## src/rtl/rv_lsu.sv

```systemverilog
// RV64 load/store unit driving a 64-bit doubleword memory port; sub-doubleword stores use read-modify-write.
// Optional misalignment rejection is compiled in with RV_LSU_MISALIGN_CHK_EN.
module rv_lsu_lane #(
  parameter int VEC_W = 8
) (
  input  logic             sel,
  input  logic [VEC_W-1:0] rd,
  input  logic [VEC_W-1:0] wr,
  output logic [VEC_W-1:0] q
);
  assign q = sel ? wr : rd;
endmodule

module rv_lsu #(
  parameter int ADDR_W = 32,
  parameter int MEM_AW = 12
) (
  input  logic              clk,
  input  logic              rst_n,
  input  logic              req_valid,
  output logic              req_ready,
  input  logic              req_we,
  input  logic [2:0]        req_funct3,
  input  logic [ADDR_W-1:0] req_addr,
  input  logic [63:0]       req_wdata,
  output logic              resp_valid,
  output logic [63:0]       resp_rdata,
  output logic              resp_err,
  output logic [MEM_AW-1:0] mem_addr,
  output logic              mem_wr_en,
  output logic [63:0]       mem_wr_data,
  output logic              mem_rd_en,
  input  logic [63:0]       mem_rd_data
);
  localparam int NUM_LANES = 8;
  localparam int VEC_W     = 8;

  typedef enum logic [2:0] {IDLE, LD_RD, LD_CAP, ST_RD, ST_MRG, ST_WR} state_t;

  typedef struct packed {
    logic [2:0]  funct3;
    logic [2:0]  off;
    logic [63:0] wdata;
  } req_t;

  state_t state;
  req_t   rq;

  logic [2:0] acc_off;
  logic       acc_bad;
  logic       unused_addr;

  assign unused_addr = ^{req_addr[ADDR_W-1:MEM_AW+3]};
  assign req_ready   = rst_n && (state == IDLE);

  // Offset is forced to natural alignment; the check build rejects instead.
  always_comb begin
    acc_bad = 1'b0;
    acc_off = req_addr[2:0];
    unique case (req_funct3[1:0])
      2'd0: acc_off = req_addr[2:0];
      2'd1: begin
        acc_off = {req_addr[2:1], 1'b0};
`ifdef RV_LSU_MISALIGN_CHK_EN
        acc_bad = req_addr[0];
`endif
      end
      2'd2: begin
        acc_off = {req_addr[2], 2'b00};
`ifdef RV_LSU_MISALIGN_CHK_EN
        acc_bad = |req_addr[1:0];
`endif
      end
      default: begin
        acc_off = 3'd0;
`ifdef RV_LSU_MISALIGN_CHK_EN
        acc_bad = |req_addr[2:0];
`endif
      end
    endcase
  end

  // Load lane extraction and extension
  logic [63:0] rsh, ld_data;
  assign rsh = mem_rd_data >> {rq.off, 3'b000};

  always_comb begin
    ld_data = rsh;
    unique case (rq.funct3[1:0])
      2'd0: ld_data = rq.funct3[2] ? {56'd0, rsh[7:0]}  : {{56{rsh[7]}},  rsh[7:0]};
      2'd1: ld_data = rq.funct3[2] ? {48'd0, rsh[15:0]} : {{48{rsh[15]}}, rsh[15:0]};
      2'd2: ld_data = rq.funct3[2] ? {32'd0, rsh[31:0]} : {{32{rsh[31]}}, rsh[31:0]};
      default: ld_data = rsh;
    endcase
  end

  // Store merge: per-byte lane mux between read data and shifted store data
  logic [3:0] lane_lo, lane_hi;
  logic [NUM_LANES-1:0]            lane_sel;
  logic [NUM_LANES-1:0][VEC_W-1:0] rd_lanes, wr_lanes, mrg_lanes;

  assign lane_lo  = {1'b0, rq.off};
  assign lane_hi  = lane_lo + (4'd1 << rq.funct3[1:0]);
  assign rd_lanes = mem_rd_data;
  assign wr_lanes = rq.wdata << {rq.off, 3'b000};

  for (genvar i = 0; i < NUM_LANES; i++) begin : g_sel
    assign lane_sel[i] = (4'(i) >= lane_lo) && (4'(i) < lane_hi);
  end

  rv_lsu_lane #(.VEC_W(VEC_W)) u_lane [NUM_LANES-1:0] (
    .sel (lane_sel),
    .rd  (rd_lanes),
    .wr  (wr_lanes),
    .q   (mrg_lanes)
  );

`ifdef RV_LSU_MISALIGN_CHK_EN
  logic err_q;
  assign resp_err = err_q;
`else
  assign resp_err = 1'b0;
`endif

  always_ff @(posedge clk or negedge rst_n) begin
    if (!rst_n) begin
      state       <= IDLE;
      rq          <= '0;
      mem_addr    <= '0;
      mem_rd_en   <= 1'b0;
      mem_wr_en   <= 1'b0;
      mem_wr_data <= '0;
      resp_valid  <= 1'b0;
      resp_rdata  <= '0;
`ifdef RV_LSU_MISALIGN_CHK_EN
      err_q       <= 1'b0;
`endif
    end else begin
      mem_rd_en  <= 1'b0;
      mem_wr_en  <= 1'b0;
      resp_valid <= 1'b0;
`ifdef RV_LSU_MISALIGN_CHK_EN
      err_q      <= 1'b0;
`endif
      case (state)
        IDLE: begin
          if (req_valid && acc_bad) begin
            resp_valid <= 1'b1;
            resp_rdata <= '0;
`ifdef RV_LSU_MISALIGN_CHK_EN
            err_q      <= 1'b1;
`endif
          end else if (req_valid) begin
            rq       <= '{funct3: req_funct3, off: acc_off, wdata: req_wdata};
            mem_addr <= req_addr[MEM_AW+2:3];
            if (!req_we) begin
              state     <= LD_RD;
              mem_rd_en <= 1'b1;
            end else if (req_funct3[1:0] == 2'b11) begin
              state       <= ST_WR;
              mem_wr_en   <= 1'b1;
              mem_wr_data <= req_wdata;
            end else begin
              state     <= ST_RD;
              mem_rd_en <= 1'b1;
            end
          end
        end
        LD_RD:  state <= LD_CAP;
        LD_CAP: begin
          resp_rdata <= ld_data;
          resp_valid <= 1'b1;
          state      <= IDLE;
        end
        ST_RD:  state <= ST_MRG;
        ST_MRG: begin
          mem_wr_data <= mrg_lanes;
          mem_wr_en   <= 1'b1;
          state       <= ST_WR;
        end
        ST_WR: begin
          resp_rdata <= '0;
          resp_valid <= 1'b1;
          state      <= IDLE;
        end
        default: state <= IDLE;
      endcase
    end
  end
endmodule
```

## config.mk

```make
export PLATFORM = sky130hd
export DESIGN_NAME = rv_lsu
export DESIGN_NICKNAME = d
export VERILOG_FILES = /design/src/rtl/rv_lsu.sv
export SDC_FILE = /design/constraint.sdc
export NUM_CORES = 1
export LEC_CHECK = 0
export CELL_PAD_IN_SITES_DETAIL_PLACEMENT = 0
export CELL_PAD_IN_SITES_GLOBAL_PLACEMENT = 1
export CORE_MARGIN = 2
export CORE_UTILIZATION = 38
export DETAILED_ROUTE_END_ITERATION = 6
export GPL_TIMING_DRIVEN = 0
export PLACE_DENSITY_LB_ADDON = 0.1
export SLEW_MARGIN = 30
export SYNTH_ARGS = -nofsm -noshare
export SYNTH_HDL_FRONTEND = slang
export SYNTH_SLANG_ARGS = --single-unit
```

## constraint.sdc

```tcl
create_clock -name clk -period 3.85 [get_ports clk]
set_input_delay 0.5775 -clock clk [delete_from_list [all_inputs] [get_ports clk]]
set_output_delay 0.5775 -clock clk [all_outputs]
set_load 0.005 [all_outputs]
```

==> results of run 1 <==
stage by stage:
stage / power (W) / area, µm² / setup slack [ps]
final: 0.0158 / 17300 / 194
after global routing: 0.0166 / 17300 / 57.7
after CTS: 0.0157 / 17300 / 96.6
after detailed placement: 0.0130 / 16400 / -1060
after global placement: 0.0129 / 16300 / -7300
after floorplan: 0.00896 / 12800 / 418
state kept, by name, summed over array words and instances (netlist names):
name / flops
resp_valid: 1
rq: 67
mem_wr_data: 64
mem_addr: 12
mem_wr_en: 1
state: 3
resp_rdata: 64
lane_lo: 3
mem_rd_en: 1
power by group through the flow:
stage | registers, W | logic, W | clock network, W
6_report | 0.00430 | 0.00896 | 0.00254
2_1_floorplan | 0.00396 | 0.00500 | 0
4_1_cts | 0.00427 | 0.00882 | 0.00256
3_5_place_dp | 0.00430 | 0.00870 | 0
5_1_grt | 0.00439 | 0.00959 | 0.00266
3_3_place_gp | 0.00429 | 0.00865 | 0
cell type report:
type,instances,share of cell area [%]
Antenna cell,1,0.0145
Buffer,121,3.01
Clock buffer,37,4.47
Clock inverter,8,0.571
Inverter,23,0.499
Multi-Input combinational cell,1098,39.5
Sequential cell,216,31.2
Tap cell,448,3.24
Timing Repair Buffer,297,17.5
per-layer routing:
layer / GRT usage (%) / share of wire, % / vias up / wire length (µm)
met4: 13.3 / 4.4 / 0 / 2690
met3: 5.28 / 7.6 / 139 / 4630
met1: 46.1 / 42 / 6492 / 25500
met5: 0 / 0 / - / 0
met2: 54.8 / 46 / 677 / 28100
li1: - / - / 5800 / -
logic make-up after synthesis:
| group | Yosys count | synth area share (%) |
|---|---|---|
| and+or+nand+nor | 603 | 19.6 |
| AOI/OAI and AO/OA | 325 | 17.7 |
| DFF | 216 | 42.1 |
| muxes | 166 | 15.5 |
| buffers and inverters | 147 | 4.77 |
| adders and majority gates | 2 | 0.195 |
| other | 1 | 0.0292 |
| xor gates and xnor gates | 1 | 0.0683 |
worst reg2reg max path, stage by stage, from the launching register on:
cell and delay, ps:
dfrtp_1 450, buf_2 260, buf_4 230, buf_6 310, xnor2_1 170, ha_1 360, nor3b_1 90, a21oi_1 200
nand3_1 220, a31o_2 340, clkbuf_1 270, or3_1 480, and3_1 190
worst max-delay path by stage:
stage | from | end | slack (ps) | depth (start not counted)
finish | lane_lo[1] | mem_wr_data[39] | 190 | 12
global placement | rst_n | mem_wr_data[38] | -7300 | 1
detailed placement | lane_lo[1] | mem_wr_data[48] | -1060 | 14
global route | lane_lo[1] | mem_wr_data[39] | 60 | 12
CTS | rq[67] | mem_wr_data[38] | 100 | 12
floorplan | lane_lo[1] | mem_wr_data[39] | 420 | 15
cell usage in the layout, fill, tap and decap left out, drive strengths merged, types with 11 or more instances in the layout:
cell type and count:
mux4 24, mux2i 125, nor2 45, a21oi 60
nand3 35, o221a 16, clkbuf 115, nand2 440
inv 21, dfrtp 216, buf 47, nor2b 15
a31oi 15, o31ai 13, a221o 17, a22o 18
clkdlybuf4s50 292, o221ai 11, o21ai 93, a211oi 13
o22ai 23, and2 20, mux2 17, and3 24
what timing repair did:
item	4_1_cts	5_1_grt
cloned	0	0
pin swaps	1	0
setup endpoints to repair	56	29
buffers inserted	1	0
endpoints found under the hold margin	53	0
hold buffers	1	0
gates resized for setup	4	4
==> out/results.ini, run 1 <==
[outcome]
status=finished, final reports clean

[critical_path]
reg2reg_from=lane_lo[1]
regToRegSetupSlack_ps=190
cp.required_ps=4290
path_class=flop to flop
worstReg2RegEnd=mem_wr_data[39]
reg2reg_depth=12
slowest_stage=or3_1
critical-path-top-delay-family=buffers and inverters
cp_slowest_stage_delay_ps=480
cp_max_fo=28
critPathArrivalTime_ps=4100
end_kind=flop
crit_chain=buf_2 > buf_4 > buf_6 > xnor2_1 > ha_1 > nor3b_1 > a21oi_1 > nand3_1 > a31o_2 > clkbuf_1 > or3_1 > and3_1
cp.buffers_inverters=4
cp-start-kind=flop

[sta]
finalSetupViolations=0
finalMaxSlewViolations=0
rsz0062_at_grt=false
whs_ps=476
clock.fmax_mhz=273
finClkSkew_ps=22.4
finalCritPeriodShare_pct=95.0
hold_viol=0
worstMarginPinSlew_ps=956
final.min_clock_period_ps=3660
fin_setup_tns_ps=0
maxSlewHeadroom_pct=36.3

[clock_network]
cts_tree=done
clock_tree.buffer_depth=3
path_clk_slew_ps=60
cts_buffers=26
cts-htree-levels=1
cts.sinks=216
cts_root_buffer=clkbuf_16
insertion_delay_ps=550

[drt]
route.detailed.drc=0
drt_iter0_markers=1233
detail-route-antenna-nets=0
first_pass_iters=6
wirelength_um=61000
avgViaCountPerCell=5.83
routedWlPerCell_um=27.1
vias=13100

[place]
place.gp.congestion=0.992
numPortBuffers=293
dp_cells=2204
place_hpwl_um=48200

[power]
p_leak_nw=7.62
peakVddDrop_mv=0.490
p_comb_share_pct=56.7
power.density_nw_per_um2=913
power.internal_w=0.00872
swShare_pct=44.8
power_frac_seq_pct=27.2
switching_power_w=0.00708
clkPwrFrac_pct=16.1

[die]
core_area_um2=33400
die_height_um=188
rows=67
fp.dieArea_um2=35200
start_util_pct=38.4
die_w_um=188
ios=312

[final_layout]
multi_input_area_um2=6840
fin_cells=2249
fin_nets=1952
seq_area_um2=5410
fill_cells=3254
drive_gt1_share_pct=8.44
area_growth_pct=35.0
utilization_pct=51.9

[min_path]
min_path_type=flop to flop
whs_path_depth=2
min_to=mem_addr[7]
hold_start=mem_addr[7]

[synth]
synth_edf_count=0
yosysMostFrequentCell=nand2_1
syn-instance-count=1461
synth_ff_type=dfrtp_1
synth_common_cells=nand2_1, dfrtp_1, mux2i_1
syn_area_per_cell_um2=8.78
synth_area_leaders=dfrtp_1, nand2_1, mux2i_1
yosysTopAreaCellShare_pct=42.1
yosys.area.top_type=dfrtp_1
syn-cell-area_um2=12800
synth.net_count=1630
ys_seq_area_share_pct=42.1
synth.distinct_cells=61
synth_warnings=0
synthArstFlopShare_pct=100
ys_seq_elements=216

[global_routing]
grt_pass1_wl_um=88300
grtUsageTotal_pct=34.0
antenna_found_initial=1
overflow=0
grt_pass1_vias=13100
grt_max_degree=84

[job]
maxCapViolations=0

No activity file was read; power rests on OpenSTA's default activity.
==> inputs of run 2 (changes only) <==
SKIP_CTS_REPAIR_TIMING = 1   (was unset)
==> out/results.ini, run 2 (synthesis gave the netlist of run 1 again) <==
[job]
maxCapViolations=0  ; unchanged

[sta]
final.min_clock_period_ps=3650  ; -9.19 ps
finalCritPeriodShare_pct=94.7  ; -0.24 points
maxSlewHeadroom_pct=33.5  ; -2.8 points
finClkSkew_ps=21.5  ; -0.819 ps
clock.fmax_mhz=274  ; +0.25%
rsz0062_at_grt=false
worstMarginPinSlew_ps=997  ; +41.6 ps
finalMaxSlewViolations=0  ; unchanged
fin_setup_tns_ps=0  ; unchanged
hold_viol=0  ; unchanged
finalSetupViolations=0  ; unchanged

[global_routing]
grt_pass1_vias=13100  ; +0.015%
antenna_found_initial=0  ; -1
grt_pass1_wl_um=88300  ; about the same
overflow=0  ; unchanged
grt_max_degree=84  ; unchanged
grtUsageTotal_pct=34.0  ; about the same

[drt]
detail-route-antenna-nets=0  ; unchanged
avgViaCountPerCell=5.82  ; -0.20%
route.detailed.drc=0  ; unchanged
wirelength_um=61000  ; about the same
drt_iter0_markers=1151  ; -6.7%
first_pass_iters=5  ; -1
routedWlPerCell_um=27.1  ; about the same
vias=13100  ; -0.24%

[place]
place.gp.congestion=0.992  ; unchanged
numPortBuffers=293  ; unchanged
place_hpwl_um=48200  ; unchanged
dpl_cell_area_um2=16400  ; unchanged

[die]
ios=312  ; unchanged
start_util_pct=38.4  ; unchanged
die_height_um=188  ; unchanged
rows=67  ; unchanged
die_w_um=188  ; unchanged
core_area_um2=33400  ; unchanged
fp.dieArea_um2=35200  ; unchanged

[clock_network]
clock_tree.buffer_depth=3  ; unchanged
cts.sinks=216  ; unchanged
cts_tree=done
cts-htree-levels=1  ; unchanged
cts_root_buffer=clkbuf_16
cts_buffers=26  ; unchanged
insertion_delay_ps=550  ; about the same
path_clk_slew_ps=60  ; about the same

[critical_path]
cp.buffers_inverters=4  ; unchanged
path_class=flop to flop
critPathArrivalTime_ps=4080  ; -20 ps
regToRegSetupSlack_ps=200  ; about the same
crit_chain=buf_2 > buf_4 > buf_6 > xnor2_1 > ha_1 > nor3b_1 > a21oi_1 > nand3_1 > a31o_2 > clkbuf_1 > or3_1 > and3_1
critical-path-top-delay-family=buffers and inverters
reg2reg_depth=12  ; unchanged
end_kind=flop
cp_max_fo=28  ; unchanged
cp-start-kind=flop
reg2reg_from=lane_lo[1]
cp_slowest_stage_delay_ps=480  ; about the same
cp.required_ps=4290  ; about the same
worstReg2RegEnd=mem_wr_data[39]
slowest_stage=or3_1

[final_layout]
area_growth_pct=34.8
utilization_pct=51.8  ; -0.060 points
final_common_cell=nand2_1
largest_reg_flops=67  ; unchanged
fill_cells=3256  ; +0.061%
fin_nets=1951  ; -0.051%
drive_gt1_share_pct=8.39  ; -0.051 points
reg_top3=rq (67), mem_wr_data (64), resp_rdata (64)
final_cell_mix=nand2_1, clkdlybuf4s50_1, dfrtp_1
max_flop_register=rq
final_cell_area_um2=17300  ; -0.12%

[min_path]
min_to=mem_addr[7]
hold_start=mem_addr[7]
whs_path_depth=2  ; unchanged
min_path_type=flop to flop

[power]
power.density_nw_per_um2=911  ; -0.20%
p_leak_nw=7.61  ; -0.12%
peakVddDrop_mv=0.487  ; -0.63%

[outcome]
status=finished, final reports clean

## run 2: cell types whose count changed in the layout (fill, tap and decap cells not counted)
cell | before | now
buf_12 | 1 | 0
## run 2: worst min-delay path, cell delays in order, from the launching register on
cell	delay (ps)
dfrtp_1	340
nand2_1	50
nand2_1	50
## run 2: stage by stage
stage / power, W / setup WS (ps) / hold slack [ps] / std cells
2_1_floorplan: 0.00896 / 418 / 282 / 1461
3_3_place_gp: 0.0129 / -7300 / 461 / 2202
3_5_place_dp: 0.0130 / -1060 / 467 / 2204
4_1_cts: 0.0156 / -1060 / -24.1 / 2249
5_1_grt: 0.0166 / 57.8 / 496 / 2247
6_report: 0.0158 / 203 / 476 / 2248
## run 2: layout make-up
| type | instances | area, µm² | area share (%) |
|---|---|---|---|
| flip-flops and latches | 216 | 5410 | 31.3 |
| repair buffers | 296 | 3000 | 17.4 |
| multi-input cells | 1098 | 6840 | 39.6 |
| inverters | 23 | 86.3 | 0.499 |
| clock buffers | 37 | 773 | 4.47 |
| plain buffers | 121 | 522 | 3.02 |
| clock inverters | 8 | 98.8 | 0.572 |
| well taps | 448 | 561 | 3.24 |
| diodes | 1 | 2.50 | 0.0145 |
## run 2: power breakdown
group | internal (W) | leakage, nW | total [W] | switching [W]
logic | 0.00384 | 4.52 | 0.00891 | 0.00507
registers | 0.00332 | 2.66 | 0.00430 | 0.000980
clock network | 0.00152 | 0.425 | 0.00254 | 0.00102
## run 2: routing by layer
| layer | routed length, µm | up-vias | global-route usage, % |
|---|---|---|---|
| li1 | - | 5797 | - |
| met1 | 25600 | 6449 | 46.2 |
| met2 | 28100 | 705 | 54.8 |
| met3 | 4650 | 125 | 5.02 |
| met4 | 2700 | 0 | 13.4 |
| met5 | 0 | - | 0 |
## run 2: how the worst max path moves through the flow
| stage | start | cells after the start | endpoint |
|---|---|---|---|
| 2_1_floorplan | lane_lo[1] | 15 | mem_wr_data[39] |
| 3_3_place_gp | rst_n | 1 | mem_wr_data[38] |
| 3_5_place_dp | lane_lo[1] | 14 | mem_wr_data[48] |
| 4_1_cts | lane_lo[1] | 14 | mem_wr_data[48] |
| 5_1_grt | lane_lo[1] | 12 | mem_wr_data[39] |
| 6_report | lane_lo[1] | 12 | mem_wr_data[39] |
